<file path="config.mk">
export PLATFORM = sky130hd
export DESIGN_NAME = ahb_master_req_sched_flat
export DESIGN_NICKNAME = d
export VERILOG_FILES = /design/src/rtl/ahb_master_req_sched_if.sv /design/src/rtl/ahb_master_req_sched.sv /design/src/flat_wrapper.sv
export SDC_FILE = /design/constraint.sdc
export NUM_CORES = 1
export LEC_CHECK = 0
export ABC_CLOCK_PERIOD_IN_PS = 1940
export BUFFER_PORTS_ARGS = -buffer_cell sky130_fd_sc_hd__buf_2
export CAP_MARGIN = 20
export CORE_MARGIN = 10
export CORE_UTILIZATION = 38
export DETAILED_ROUTE_END_ITERATION = 8
export GPL_TIMING_DRIVEN = 0
export PLACE_DENSITY = 0.6
export SKIP_LAST_GASP = 1
export SYNTH_ARGS = -nofsm -noshare
export SYNTH_HDL_FRONTEND = slang
export SYNTH_SLANG_ARGS = --single-unit
export TNS_END_PERCENT = 10
</file>
<file path="constraint.sdc">
create_clock -name hclk -period 1.94 [get_ports hclk]
set_clock_uncertainty 0.2 [all_clocks]
set_input_delay 0.291 -clock hclk [delete_from_list [all_inputs] [get_ports hclk]]
set_output_delay 0.291 -clock hclk [all_outputs]
set_load 0.02 [all_outputs]
</file>
<file path="src/rtl/ahb_master_req_sched_if.sv">
// Descriptor, request/grant and status bundle for ahb_master_req_sched.
// master: the scheduler's view. slave: the view of whatever drives descriptors
// and models the slave arbiters.
interface ahb_master_req_sched_if #(
  parameter int unsigned SLAVE_NUM = 4,
  parameter int unsigned SLAVE_BIT = (SLAVE_NUM > 1) ? $clog2(SLAVE_NUM) : 1
);
  logic                 req_valid;
  logic                 req_ready;
  logic [SLAVE_BIT-1:0] req_slave;
  logic [2:0]           req_burst;
  logic [3:0]           req_incr_beats;
  logic [SLAVE_NUM-1:0] hreq;
  logic [2:0]           hburst;
  logic [SLAVE_NUM-1:0] hgrant;
  logic                 hwait;
  logic                 beat_ok;
  logic [3:0]           beat_cnt;
  logic                 xfer_done;
  logic                 xfer_err;
  logic                 busy;

  modport master (
    input  req_valid, req_slave, req_burst, req_incr_beats, hgrant, hwait,
    output req_ready, hreq, hburst, beat_ok, beat_cnt, xfer_done, xfer_err, busy
  );

  modport slave (
    output req_valid, req_slave, req_burst, req_incr_beats, hgrant, hwait,
    input  req_ready, hreq, hburst, beat_ok, beat_cnt, xfer_done, xfer_err, busy
  );
endinterface

</file>
<file path="src/rtl/ahb_master_req_sched.sv">
// Master-side request scheduler: takes one burst descriptor at a time, holds a
// one-hot request toward the addressed slave arbiter and counts accepted beats
// until the burst completes, then pulses xfer_done (or xfer_err).
// Optional feature: define AHB_REQ_SCHED_TIMEOUT_EN to abandon a request that
// sees no first beat within 2**TIMEOUT_W-1 arbitration cycles.
module ahb_master_req_sched #(
  parameter int unsigned SLAVE_NUM = 4,
  parameter int unsigned SLAVE_BIT = (SLAVE_NUM > 1) ? $clog2(SLAVE_NUM) : 1,
  parameter int unsigned TIMEOUT_W = 8
) (
  input logic                    hclk,
  input logic                    hreset,
  ahb_master_req_sched_if.master bus
);

  typedef enum logic [1:0] {StIdle, StArb, StBurst} state_e;

  if (TIMEOUT_W < 1) begin : g_timeout_w_check
    $error("TIMEOUT_W must be at least 1");
  end

  state_e               state_q, state_d;
  logic [SLAVE_NUM-1:0] sel_q, sel_d;          // one-hot target of the active transfer
  logic [2:0]           hburst_q, hburst_d;
  logic [3:0]           last_q, last_d;        // beats_total - 1
  logic [3:0]           beat_cnt_q, beat_cnt_d;
  logic                 done_q, done_d;
  logic                 err_q, err_d;

  logic [SLAVE_BIT-1:0] slave_idx;
  logic [SLAVE_NUM-1:0] req_oh;
  logic                 slave_ok;
  logic [3:0]           burst_last;
  logic                 beat;
  logic                 timeout;

  assign slave_idx = bus.req_slave;

  // Decode the incoming descriptor: one-hot target, index range and burst length.
  always_comb begin
    req_oh   = '0;
    slave_ok = (32'(slave_idx) < SLAVE_NUM);
    for (int unsigned i = 0; i < SLAVE_NUM; i++) begin
      req_oh[i] = (32'(slave_idx) == i);
    end
    unique case (bus.req_burst)
      3'd0:       burst_last = 4'd0;                // SINGLE
      3'd1:       burst_last = bus.req_incr_beats;  // INCR
      3'd2, 3'd3: burst_last = 4'd3;                // WRAP4 / INCR4
      3'd4, 3'd5: burst_last = 4'd7;                // WRAP8 / INCR8
      default:    burst_last = 4'd15;               // WRAP16 / INCR16
    endcase
  end

  // Grants are only meaningful for the captured slave while a request is up.
  assign beat = (state_q != StIdle) && (|(bus.hgrant & sel_q)) && !bus.hwait;

`ifdef AHB_REQ_SCHED_TIMEOUT_EN
  logic [TIMEOUT_W-1:0] to_q, to_d, to_inc;

  assign to_inc  = to_q + TIMEOUT_W'(1);
  // Counter sits at zero outside ARB, so it is clear on every ARB entry.
  assign to_d    = (state_q == StArb) ? to_inc : '0;
  assign timeout = (state_q == StArb) && !beat && (to_inc == '1);

  // Grant-timeout counter register.
  always_ff @(posedge hclk) begin
    if (hreset) begin
      to_q <= '0;
    end else begin
      to_q <= to_d;
    end
  end
`else
  assign timeout = 1'b0;
`endif

  // Next-state logic: descriptor capture, beat counting and completion pulses.
  always_comb begin
    state_d    = state_q;
    sel_d      = sel_q;
    hburst_d   = hburst_q;
    last_d     = last_q;
    beat_cnt_d = beat_cnt_q;
    done_d     = 1'b0;
    err_d      = 1'b0;
    unique case (state_q)
      StIdle: begin
        if (bus.req_valid) begin
          if (slave_ok) begin
            sel_d      = req_oh;
            hburst_d   = bus.req_burst;
            last_d     = burst_last;
            beat_cnt_d = '0;
            state_d    = StArb;
          end else begin
            err_d = 1'b1;
          end
        end
      end
      StArb: begin
        if (beat) begin
          if (last_q == 4'd0) begin
            beat_cnt_d = '0;
            done_d     = 1'b1;
            state_d    = StIdle;
          end else begin
            beat_cnt_d = 4'd1;
            state_d    = StBurst;
          end
        end else if (timeout) begin
          err_d   = 1'b1;
          state_d = StIdle;
        end
      end
      StBurst: begin
        if (beat) begin
          // Final beat leaves the count at zero, as the 4-bit wrap does for 16 beats.
          if (beat_cnt_q == last_q) begin
            beat_cnt_d = '0;
            done_d     = 1'b1;
            state_d    = StIdle;
          end else begin
            beat_cnt_d = beat_cnt_q + 4'd1;
          end
        end
      end
      default: state_d = StIdle;
    endcase
  end

  // State and captured-descriptor registers.
  always_ff @(posedge hclk) begin
    if (hreset) begin
      state_q    <= StIdle;
      sel_q      <= '0;
      hburst_q   <= 3'd0;
      last_q     <= '0;
      beat_cnt_q <= '0;
      done_q     <= 1'b0;
      err_q      <= 1'b0;
    end else begin
      state_q    <= state_d;
      sel_q      <= sel_d;
      hburst_q   <= hburst_d;
      last_q     <= last_d;
      beat_cnt_q <= beat_cnt_d;
      done_q     <= done_d;
      err_q      <= err_d;
    end
  end

  assign bus.req_ready = (state_q == StIdle);
  assign bus.busy      = (state_q != StIdle);
  assign bus.hreq      = (state_q != StIdle) ? sel_q : '0;
  assign bus.hburst    = hburst_q;
  assign bus.beat_ok   = beat;
  assign bus.beat_cnt  = beat_cnt_q;
  assign bus.xfer_done = done_q;
  assign bus.xfer_err  = err_q;

endmodule

</file>
<file path="src/flat_wrapper.sv">
// flat-port wrapper written by rule: the top's interface ports become plain ports
module ahb_master_req_sched_flat 
#(
  parameter int unsigned SLAVE_NUM = 4,
  parameter int unsigned SLAVE_BIT = (SLAVE_NUM > 1) ? $clog2(SLAVE_NUM) : 1,
  parameter int unsigned TIMEOUT_W = 8
)
  (hclk, hreset, bus_req_valid, bus_req_slave, bus_req_burst, bus_req_incr_beats, bus_hgrant, bus_hwait, bus_req_ready, bus_hreq, bus_hburst, bus_beat_ok, bus_beat_cnt, bus_xfer_done, bus_xfer_err, bus_busy);
  ahb_master_req_sched_if #(.SLAVE_NUM(SLAVE_NUM), .SLAVE_BIT(SLAVE_BIT)) bus_i ();
  input logic hclk;
  input logic hreset;
  input wire logic [$bits(bus_i.req_valid)-1:0] bus_req_valid;
  input wire logic [$bits(bus_i.req_slave)-1:0] bus_req_slave;
  input wire logic [$bits(bus_i.req_burst)-1:0] bus_req_burst;
  input wire logic [$bits(bus_i.req_incr_beats)-1:0] bus_req_incr_beats;
  input wire logic [$bits(bus_i.hgrant)-1:0] bus_hgrant;
  input wire logic [$bits(bus_i.hwait)-1:0] bus_hwait;
  output wire logic [$bits(bus_i.req_ready)-1:0] bus_req_ready;
  output wire logic [$bits(bus_i.hreq)-1:0] bus_hreq;
  output wire logic [$bits(bus_i.hburst)-1:0] bus_hburst;
  output wire logic [$bits(bus_i.beat_ok)-1:0] bus_beat_ok;
  output wire logic [$bits(bus_i.beat_cnt)-1:0] bus_beat_cnt;
  output wire logic [$bits(bus_i.xfer_done)-1:0] bus_xfer_done;
  output wire logic [$bits(bus_i.xfer_err)-1:0] bus_xfer_err;
  output wire logic [$bits(bus_i.busy)-1:0] bus_busy;
  assign bus_i.req_valid = bus_req_valid;
  assign bus_i.req_slave = bus_req_slave;
  assign bus_i.req_burst = bus_req_burst;
  assign bus_i.req_incr_beats = bus_req_incr_beats;
  assign bus_i.hgrant = bus_hgrant;
  assign bus_i.hwait = bus_hwait;
  assign bus_req_ready = bus_i.req_ready;
  assign bus_hreq = bus_i.hreq;
  assign bus_hburst = bus_i.hburst;
  assign bus_beat_ok = bus_i.beat_ok;
  assign bus_beat_cnt = bus_i.beat_cnt;
  assign bus_xfer_done = bus_i.xfer_done;
  assign bus_xfer_err = bus_i.xfer_err;
  assign bus_busy = bus_i.busy;
  ahb_master_req_sched #(.SLAVE_NUM(SLAVE_NUM), .SLAVE_BIT(SLAVE_BIT), .TIMEOUT_W(TIMEOUT_W)) u_core (.hclk(hclk), .hreset(hreset), .bus(bus_i));
endmodule
</file>
Word-level counts from Yosys, hierarchy flattened --
Cells that the tools add are included.
Storage, ports and cells: register bits 18, bits of input ports 17, output and inout port bits 16, logic and storage cells 57
Cells by class: add/sub/neg operators 1, equal/unequal tests 15, mux-type cells 19, bitwise logic cells 1, reductions and logical operators 15
Operators by type and width (count):
- $mux W4 | 5
- $pmux W4 S4 | 1
- $pmux W4 S3 | 1
- $mux W2 | 5
- $reduce_and A4 Y1 | 2
- $eq A2 B2 Y1 const B | 3
- $eq A3 B2 Y1 const B | 2
- $eq A3 B3 Y1 const B | 2
- $ne A2 B2 Y1 const B | 3
- $pmux W2 S3 | 1
- $mux W1 | 5
- $add A4 B1 Y4 const B | 1
- $and A4 B4 Y4 | 1
- $eq A2 B1 Y1 const B | 2
- $eq A4 B4 Y1 | 1
- $logic_not A2 Y1 | 2
- $logic_not A4 Y1 | 1
- $reduce_or A2 Y1 | 2
- $reduce_or A4 Y1 | 1
- $eq A3 B1 Y1 const B | 1
- $logic_not A3 Y1 | 1
- $reduce_bool A3 Y1 | 1
- $logic_and A1 B1 Y1 | 2
- $ne A2 B1 Y1 const B | 1
- 4 further kinds | 4

Depth between registers and ports, before layout --
Gate-level depths: netlist of run 1.
depth after elaboration 6, mapped depth 7, gate-level depth less buffers 6

Worst setup path after synthesis of run 1 --
OpenSTA, ideal clock, no wires.
path type flip-flop to flip-flop, start register u_core.state_q[0], end register u_core.state_q[1], setup time 72 ps, arrival time 1618 ps, required time 1668 ps, slack 50 ps, stages on the path, launching flop included 8, clock period less this slack 1890 ps, cell sequence dfxtp_1 inv_1 ha_1 buf_4 inv_1 o21ai_0 a21oi_2 mux2i_1
RTL lines:
- start: declaration | line ahb_master_req_sched.sv:22 | state_e state_q, state_d;
- start signal: assignment | line ahb_master_req_sched.sv:135 | state_q <= StIdle;
- start signal: assignment | line ahb_master_req_sched.sv:143 | state_q <= state_d;
- $logic_not A2 Y1 *
- named net bus_req_ready | line flat_wrapper.sv:18 | output wire logic [$bits(bus_i.req_ready)-1:0] bus_req_ready;
- $ne A2 B2 Y1 (no source line)
- $reduce_and A4 Y1 (no source line)
The timed path passes the listed nets; every way through them passes the cells marked *. A chain may end at the register's enable or synchronous reset.

Worst setup path in the final report of run 1 --
start register u_core.state_q[0], end output port bus_beat_ok
On the way: cells in the longest elaborated chain, start to end 3
Ends and longest elaborated chain:
- $reduce_bool A2 Y1 | line ahb_master_req_sched.sv:56 | assign beat = (state_q != StIdle) && (|(bus.hgrant & sel_q)) && !bus.hwait;
- $logic_and A1 B1 Y1 (2 in series) | line ahb_master_req_sched.sv:56
- end: declaration | line flat_wrapper.sv:21 | output wire logic [$bits(bus_i.beat_ok)-1:0] bus_beat_ok;
No other way between the ends.

==> results of run 1 <==
power groups by stage:
stage | Clock (mW) | Sequential, mW | Combinational, mW
2_1_floorplan | 0 | 0.487 | 0.468
3_3_place_gp | 0 | 0.487 | 0.619
3_5_place_dp | 0 | 0.487 | 0.627
4_1_cts | 0.239 | 0.474 | 0.719
5_1_grt | 0.252 | 0.483 | 0.809
6_report | 0.231 | 0.478 | 0.733
worst min-delay path by stage:
| stage | from | endpoint | slack [ns] |
|---|---|---|---|
| after global placement | u_core.bus.hburst[0] | u_core.bus.hburst[0] | 0.24 |
| final | bus_req_burst[0] | u_core.bus.hburst[0] | 0.06 |
| after floorplan | bus_req_burst[0] | u_core.bus.hburst[0] | 0.23 |
| after detailed placement | u_core.bus.hburst[0] | u_core.bus.hburst[0] | 0.25 |
| after CTS | bus_req_burst[0] | u_core.bus.hburst[0] | 0.06 |
| after global routing | bus_req_slave[1] | u_core.sel_q[3] | 0.07 |
registers in the layout (all words and copies together) (netlist names):
signal	count
u_core.bus.beat_cnt	4
u_core.last_q	4
u_core.sel_q	4
u_core.bus.hburst	3
u_core.state_q	2
u_core.bus.xfer_done	1
per-layer routing:
metal	vias up	part of all wire (%)	wire [um]	track usage (%)
li1	527	-	-	-
met1	488	44	1283	11.92
met2	28	49	1418	18.28
met3	6	6.0	176	3.365
met4	0	1.4	41	4.969
met5	-	0	0	0
Yosys cell counts, drive strengths merged, types with 2 or more instances:
cell / instances / area [um2]
a41oi: 3 / 52.56
nand4: 3 / 18.77
a22oi: 2 / 20.02
nand2: 16 / 60.06
xnor2: 4 / 65.06
a311oi: 3 / 26.28
dfxtp: 18 / 360.4
ha: 5 / 62.56
nor4: 2 / 12.51
o211ai: 4 / 30.03
a21oi: 11 / 58.81
nand3: 7 / 35.03
nor3: 3 / 15.01
buf: 3 / 20.01
nand3b: 2 / 15.01
nor2: 8 / 30.03
clkbuf: 2 / 7.510
inv: 8 / 30.03
nor2b: 5 / 31.28
cells in the final DEF, fill, tap and decap left out, types with 2 or more instances in the layout:
cell type / count
nor2b_1: 5
nand3b_1: 2
dfxtp_2: 2
nand2_1: 16
clkbuf_4: 3
a21oi_1: 10
xnor2_2: 4
inv_2: 3
nand3_1: 7
clkbuf_1: 2
ha_1: 4
dfxtp_1: 16
o211ai_1: 4
a311oi_1: 3
buf_4: 7
buf_2: 30
nand4_1: 3
a22oi_2: 2
nor4_1: 2
inv_1: 5
nor3_1: 3
nor2_1: 8
cell families after synthesis:
group	after synthesis	synth area share (%)
AO/OA/AOI/OAI	32	26.40
multiplexers	1	0.9143
XOR/XNOR	4	5.943
adder cells (fa/ha/maj)	5	5.714
AND/OR/NAND/NOR	50	22.51
buffers and inverters	13	5.257
flip-flops	18	32.91
other	1	0.3425
layout make-up:
| class | instances | area share, % |
|---|---|---|
| timing repair buffer | 36 | 14.56 |
| clock buffer | 4 | 2.622 |
| buffer | 4 | 1.447 |
| tap | 31 | 2.803 |
| sequential | 18 | 26.22 |
| multi-input combinational | 93 | 50.18 |
| inverter | 8 | 2.170 |
timing repair:
| action | in CTS | in global routing |
|---|---|---|
| buffers inserted | 5 | 1 |
| pin swaps | 2 | 2 |
| endpoints found under the setup margin | 3 | 7 |
| gates resized for setup | 8 | 3 |
worst max-delay path, cell delays in order (launching register included):
cell and delay (ns):
dfxtp_2 0.36, inv_2 0.05, ha_4 0.17, a211o_1 0.30
inv_2 0.09, buf_6 0.11
==> metrics.yaml, run 1 <==
grt_pass1_wl_mm: 4.774
gr-usage-all-layers_pct: 10.78
whs_path_depth: 3
drive_above_1_share_pct: 36.20
fin_area_um2: 1384
final_max_slew_viol_count: 0
drc: 0
ys_types: 39
maxCapViolCount: 0
yosys_warnings: 0
yosysSeqAreaShare_pct: 32.91
crit_path_end: "bus_beat_ok"
insertedDiodeCount: 0
rows: 19
outcome: "complete, no violations"
die_h_um: 73.68
r2r_end: "u_core.state_q[1]"
ys.flop_type: "dfxtp_1"
vias: 1049
antenna_found_initial: 0
first_pass_iters: 4
multi_input_area_um2: 694.4
core_um2: 2758
avgSynthCellArea_um2: 8.829
fmax_ghz: 0.5345
setup_viol: 0
pwr-share-seq_pct: 33.1
whs_ns: 0.05888
clk_pin_slew_worst_paths_ns: 0.11
p_switching_uw: 602.7
post_drt_wl_per_cell_um: 15.05
insertion_delay_ns: 0.29
grt_max_degree: 11
nets: 186
via_per_inst: 5.407
cts_buffers: 3
register_area_um2: 362.8
ios: 33
startpoint: "u_core.state_q[0]"
p_leak_nw: 0.5647
p_comb_share_pct: 50.8
syn-num-nets: 146
clockPowerShare_pct: 16.0
root_buffer: "clkbuf_4"
cts_tree: "yes"
final-hold-violation-count: 0
p_total_mw: 1.441
syn_inst: 124
overflow: 0
dpl_cell_area_um2: 1284
rsz0062_at_grt: "no"
fillers: 280
fin_util_pct: 50.18
cp-start-kind: "flip-flop"
fin_cells: 194
synthArstFlopShare_pct: 0
post-route-period-util_pct: 96.45
cts_num_sinks: 18
grt_pass1_vias: 1120
reg2reg_depth: 7
fin_crit_ns: 1.871
dpl.hpwl_mm: 2.220
die_x_um: 73.68
p_int_uw: 838.7
synth-seq-cells: 18
clockBufferDepth: 2
crit_fanout: 5
r2r-start: "u_core.state_q[0]"
synth_area_um2: 1095
portBuffers: 30
required_ns: 1.45
irDropWorstVdd_mv: 0.6852
drtIter0Drc: 67
drt_wl_total_mm: 2.920
hold_buffers: 0
initial_core_util_pct: 39.70
dp_slack_ns: 0.06012
ant_nets: 0
sw_frac_of_total_pct: 41.81
gp_congestion: 0.7713
synth_edf_count: 0
htreeDepth: 1
power_density_nw_per_um2: 1042
dieArea_um2: 5428
critPathArrivalTime_ns: 1.38
end_kind: "output pin"
syn2layout_area_growth_pct: 26.40
hp-class: "input pin to flip-flop"
setup_tns_ns: 0
setup_ws_ns: 0.06894
crit_type: "flip-flop to output pin"
dp_cells: 185
r2r_setup_slack_ns: 0.16
No activity file was read; power rests on OpenSTA's default activity.
==> run 2, diff against run 1 <==
Settings changed: SETUP_SLACK_MARGIN from default to 0.4.
==> metrics.yaml, run 2 (synthesis gave the netlist of run 1 again) <==
vias: 1055
post_drt_wl_per_cell_um: 13.96
gp_congestion: 0.7915
syn2layout_area_growth_pct: 29.49
worstHoldEndpoint: "u_core.bus.hburst[1]"
overflow: 0
die_h_um: 73.68
grt_pass1_wl_mm: 4.609
whs_path_depth: 3
grt_pass1_vias: 1090
dp_cells: 185
dpl.hpwl_mm: 2.158
irDropWorstVdd_mv: 0.8570
reg2reg_depth: 7
cts_buffers: 3
insertedDiodeCount: 0
first_pass_iters: 4
cts_num_sinks: 18
rows: 19
rsz0062_at_grt: "yes"
nets: 190
crit_fanout: 5
p_leak_nw: 0.5720
pwr-share-seq_pct: 32.2
critPathArrivalTime_ns: 1.44
end_kind: "output pin"
drtIter0Drc: 35
fin_cells: 197
ant_nets: 0
power_density_nw_per_um2: 1047
clk_pin_slew_worst_paths_ns: 0.11
via_per_inst: 5.355
crit_type: "flip-flop to output pin"
final_common_cell: "buf_2"
root_buffer: "clkbuf_4"
final_max_slew_viol_count: 0
setup_tns_ns: 0
r2r_end: "u_core.bus.beat_cnt[1]"
fmax_ghz: 0.5169
r2r-start: "u_core.state_q[0]"
drc: 0
p_switching_uw: 616.1
core_um2: 2758
startpoint: "u_core.state_q[0]"
clockBufferDepth: 2
hp-class: "input pin to flip-flop"
final-hold-violation-count: 0
die_x_um: 73.68
initial_core_util_pct: 39.70
register_area_um2: 362.8
dieArea_um2: 5428
cts_tree: "yes"
clockPowerShare_pct: 12.5
r2r_setup_slack_ns: 0.11
p_comb_share_pct: 55.3
fillers: 285
portBuffers: 30
drt_wl_total_mm: 2.750
outcome: "complete, no violations"
htreeDepth: 1
post-route-period-util_pct: 99.73
multi_input_area_um2: 694.4
maxCapViolCount: 0
setup_viol: 0
min-delay-start: "bus_req_burst[1]"
final_cell_mix: "buf_2, nand2_1, dfxtp_1"
p_total_mw: 1.485
whs_ns: 0.05502
p_int_uw: 868.5
sw_frac_of_total_pct: 41.50
hold_buffers: 0
ios: 33
drive_above_1_share_pct: 37.95
antenna_found_initial: 0
required_ns: 1.45
insertion_delay_ns: 0.29
grt_max_degree: 11
gr-usage-all-layers_pct: 10.52
fin_crit_ns: 1.935
cp-start-kind: "flip-flop"
## run 2: per-layer routing
layer  vias to the layer above  global-route usage (%)  wire [um]
met4                         0                   4.969         40
met1                       475                   11.73       1207
met2                        38                   17.71       1300
met3                         4                   3.230        202
met5                         -                       0          0
li1                        538                       -          -
## run 2: worst max path at each step
stage | endpoint | slack (ns) | cells past startpoint
2_1_floorplan | u_core.bus.beat_cnt[1] | 0.24 | 7
3_3_place_gp | u_core.bus.beat_cnt[1] | 0.20 | 6
3_5_place_dp | u_core.bus.beat_cnt[1] | 0.18 | 6
4_1_cts | bus_beat_ok | 0.03 | 6
5_1_grt | bus_beat_ok | -0.04 | 6
6_report | bus_beat_ok | 0.005 | 6
## run 2: repair_timing
action | CTS | global route
pin swaps | 2 | 1
setup endpoints to repair | 24 | 26
resized for setup | 7 | 0
setup buffers | 8 | 1
## run 2: stage by stage
stage                     utilization, %  area, um2  setup slack (ns)
final                              51.41       1418          0.005260
after global placement             47.37       1306            0.1960
after CTS                          51.13       1410           0.02832
after global routing               51.41       1418          -0.04102
after detailed placement           47.37       1306            0.1818
after floorplan                        -       1117            0.2359
## run 2: critical path: stages, from the launching register on
cell and delay (ns):
dfxtp_2 0.36, inv_2 0.06, ha_4 0.16, buf_8 0.12, a211o_1 0.26, inv_2 0.08, buf_6 0.11
## run 2: power by group through the flow
stage	clock network, mW	registers, mW	logic [mW]
global route	0.200	0.484	0.904
floorplan	0	0.493	0.519
CTS	0.193	0.475	0.821
global placement	0	0.492	0.666
finish	0.186	0.477	0.821
detailed placement	0	0.491	0.677
## run 2: area by class of cell
class	count	area share, %
timing repair buffer	39	16.24
buffer	5	2.471
clock buffer	3	1.589
multi-input combinational	93	48.98
inverter	8	2.383
tap	31	2.736
sequential	18	25.60
==> run 3, diff against run 2 <==
Settings changed: ABC_CLOCK_PERIOD_IN_PS 1940 to 1700, PLACE_DENSITY 0.6 to 0.62.
Clock period 1.94 ns to 1.7 ns, I/O delays scaled along.
==> metrics.yaml, run 3 (synthesis gave the netlist of run 1 again) <==
grt_max_degree: 11
setup_ws_ns: -0.1763
crit_buf_inv: 4
violations: "setup timing"
syn2layout_area_growth_pct: 30.40
grt_pass1_vias: 1105
rows: 19
rsz0062_at_grt: "yes"
irDropWorstVdd_mv: 0.9132
pwr-share-seq_pct: 31.5
drt_wl_total_mm: 2.873
ant_nets: 0
grt_pass1_wl_mm: 4.754
crit_chain: "inv_2 -> ha_4 -> buf_8 -> a211o_1 -> inv_2 -> buf_6"
required_ns: 1.24
initial_core_util_pct: 39.70
core_um2: 2758
root_buffer: "clkbuf_4"
drtIter0Drc: 37
dpl_cell_area_um2: 1306
p_comb_share_pct: 56.4
crit_type: "flip-flop to output pin"
final_max_slew_viol_count: 0
dp_slack_ns: -0.03410
critPathTopFamily: "buffers and inverters"
die_h_um: 73.68
cp-start-kind: "flip-flop"
fmax_ghz: 0.5330
overflow: 0
crit_fanout: 6
clockPowerShare_pct: 12.2
p_switching_uw: 705.9
fin_crit_ns: 1.876
max_stage_delay_ns: 0.35
clockBufferDepth: 2
first_pass_iters: 4
htreeDepth: 1
nets: 191
cp_slowest_cell: "dfxtp_2"
antenna_found_initial: 0
gp_congestion: 0.8037
cts_num_sinks: 18
vias: 1049
post-route-period-util_pct: 110.4
critPathArrivalTime_ns: 1.42
whs_ns: 0.03087
die_x_um: 73.68
ios: 33
outcome: "finished, violations left"
sw_frac_of_total_pct: 41.05
dpl.hpwl_mm: 2.261
hp-class: "input pin to flip-flop"
drive_above_1_share_pct: 38.92
cts_tree: "yes"
p_leak_nw: 0.5723
setup_viol: 12
portBuffers: 30
insertion_delay_ns: 0.29
p_total_mw: 1.719
end_kind: "output pin"
maxCapViolCount: 0
final-hold-violation-count: 0
power_density_nw_per_um2: 1204
dieArea_um2: 5428
final_common_cell: "buf_2"
drc: 0
final_cell_mix: "buf_2, nand2_1, dfxtp_1"
clk_pin_slew_worst_paths_ns: 0.10
via_per_inst: 5.298
cts_buffers: 3
insertedDiodeCount: 0
fin_area_um2: 1428
post_drt_wl_per_cell_um: 14.51
crit_top_cell: "inv_2"
p_int_mw: 1.014
gr-usage-all-layers_pct: 10.77
-- run 3: cell count changes in the layout (fill, tap and decap cells not counted) --
| cell | before | now |
|---|---|---|
| a21oi_1 | 10 | 9 |
| a21oi_2 | 1 | 2 |
| a22oi_1 | 0 | 1 |
| a22oi_2 | 2 | 1 |
| buf_4 | 10 | 12 |
| buf_6 | 2 | 1 |
| o211a_1 | 1 | 0 |
| o211a_4 | 0 | 1 |
-- run 3: final timing paths --
path / start / end / slack (ns) / depth (start not counted)
max: u_core.state_q[1] / bus_beat_ok / -0.18 / 6
min: bus_req_incr_beats[3] / u_core.last_q[3] / 0.03 / 3
max reg2reg: u_core.state_q[1] / u_core.state_q[1] / -0.08 / 6
min reg2reg: u_core.bus.hburst[0] / u_core.bus.hburst[0] / 0.27 / 2
-- run 3: area by class of cell --
cell class / instances / area [um2]
Fill cell: 280 / 1330
Sequential cell: 18 / 362.8
Clock buffer: 3 / 22.52
Tap cell: 31 / 38.79
Timing Repair Buffer: 40 / 234.0
Multi-Input combinational cell: 93 / 700.7
Buffer: 5 / 35.03
Inverter: 8 / 33.78
-- run 3: repair_timing --
action	CTS	global route
pin swaps	1	3
setup buffers	8	2
resized for setup	5	2
gates cloned	0	0
hold buffers	0	0
setup endpoints to repair	29	31
-- run 3: tightest hold or removal path, stage by stage --
cell,delay [ns]
buf_2,0.10
nand3_1,0.07
a211oi_1,0.06
-- run 3: metrics by stage --
step	utilization, %	setup TNS (ns)	instances
floorplan	-	-0.004361	124
global placement	47.37	-0.07206	185
detailed placement	47.37	-0.07978	185
CTS	50.82	-1.235	196
global route	51.77	-2.811	198
finish	51.77	-1.002	198
-- run 3: power by group through the flow --
stage | Sequential [mW] | Clock, mW | Combinational, mW
6_report | 0.541 | 0.209 | 0.970
5_1_grt | 0.550 | 0.234 | 1.06
4_1_cts | 0.541 | 0.220 | 0.928
3_5_place_dp | 0.562 | 0 | 0.774
3_3_place_gp | 0.560 | 0 | 0.762
2_1_floorplan | 0.563 | 0 | 0.592
-- run 3: layer usage --
layer  GRT usage [%]  wire length [um]
met2           17.71              1332
met3           3.634               182
met4           4.969                44
met5               0                 0
met1           12.19              1312
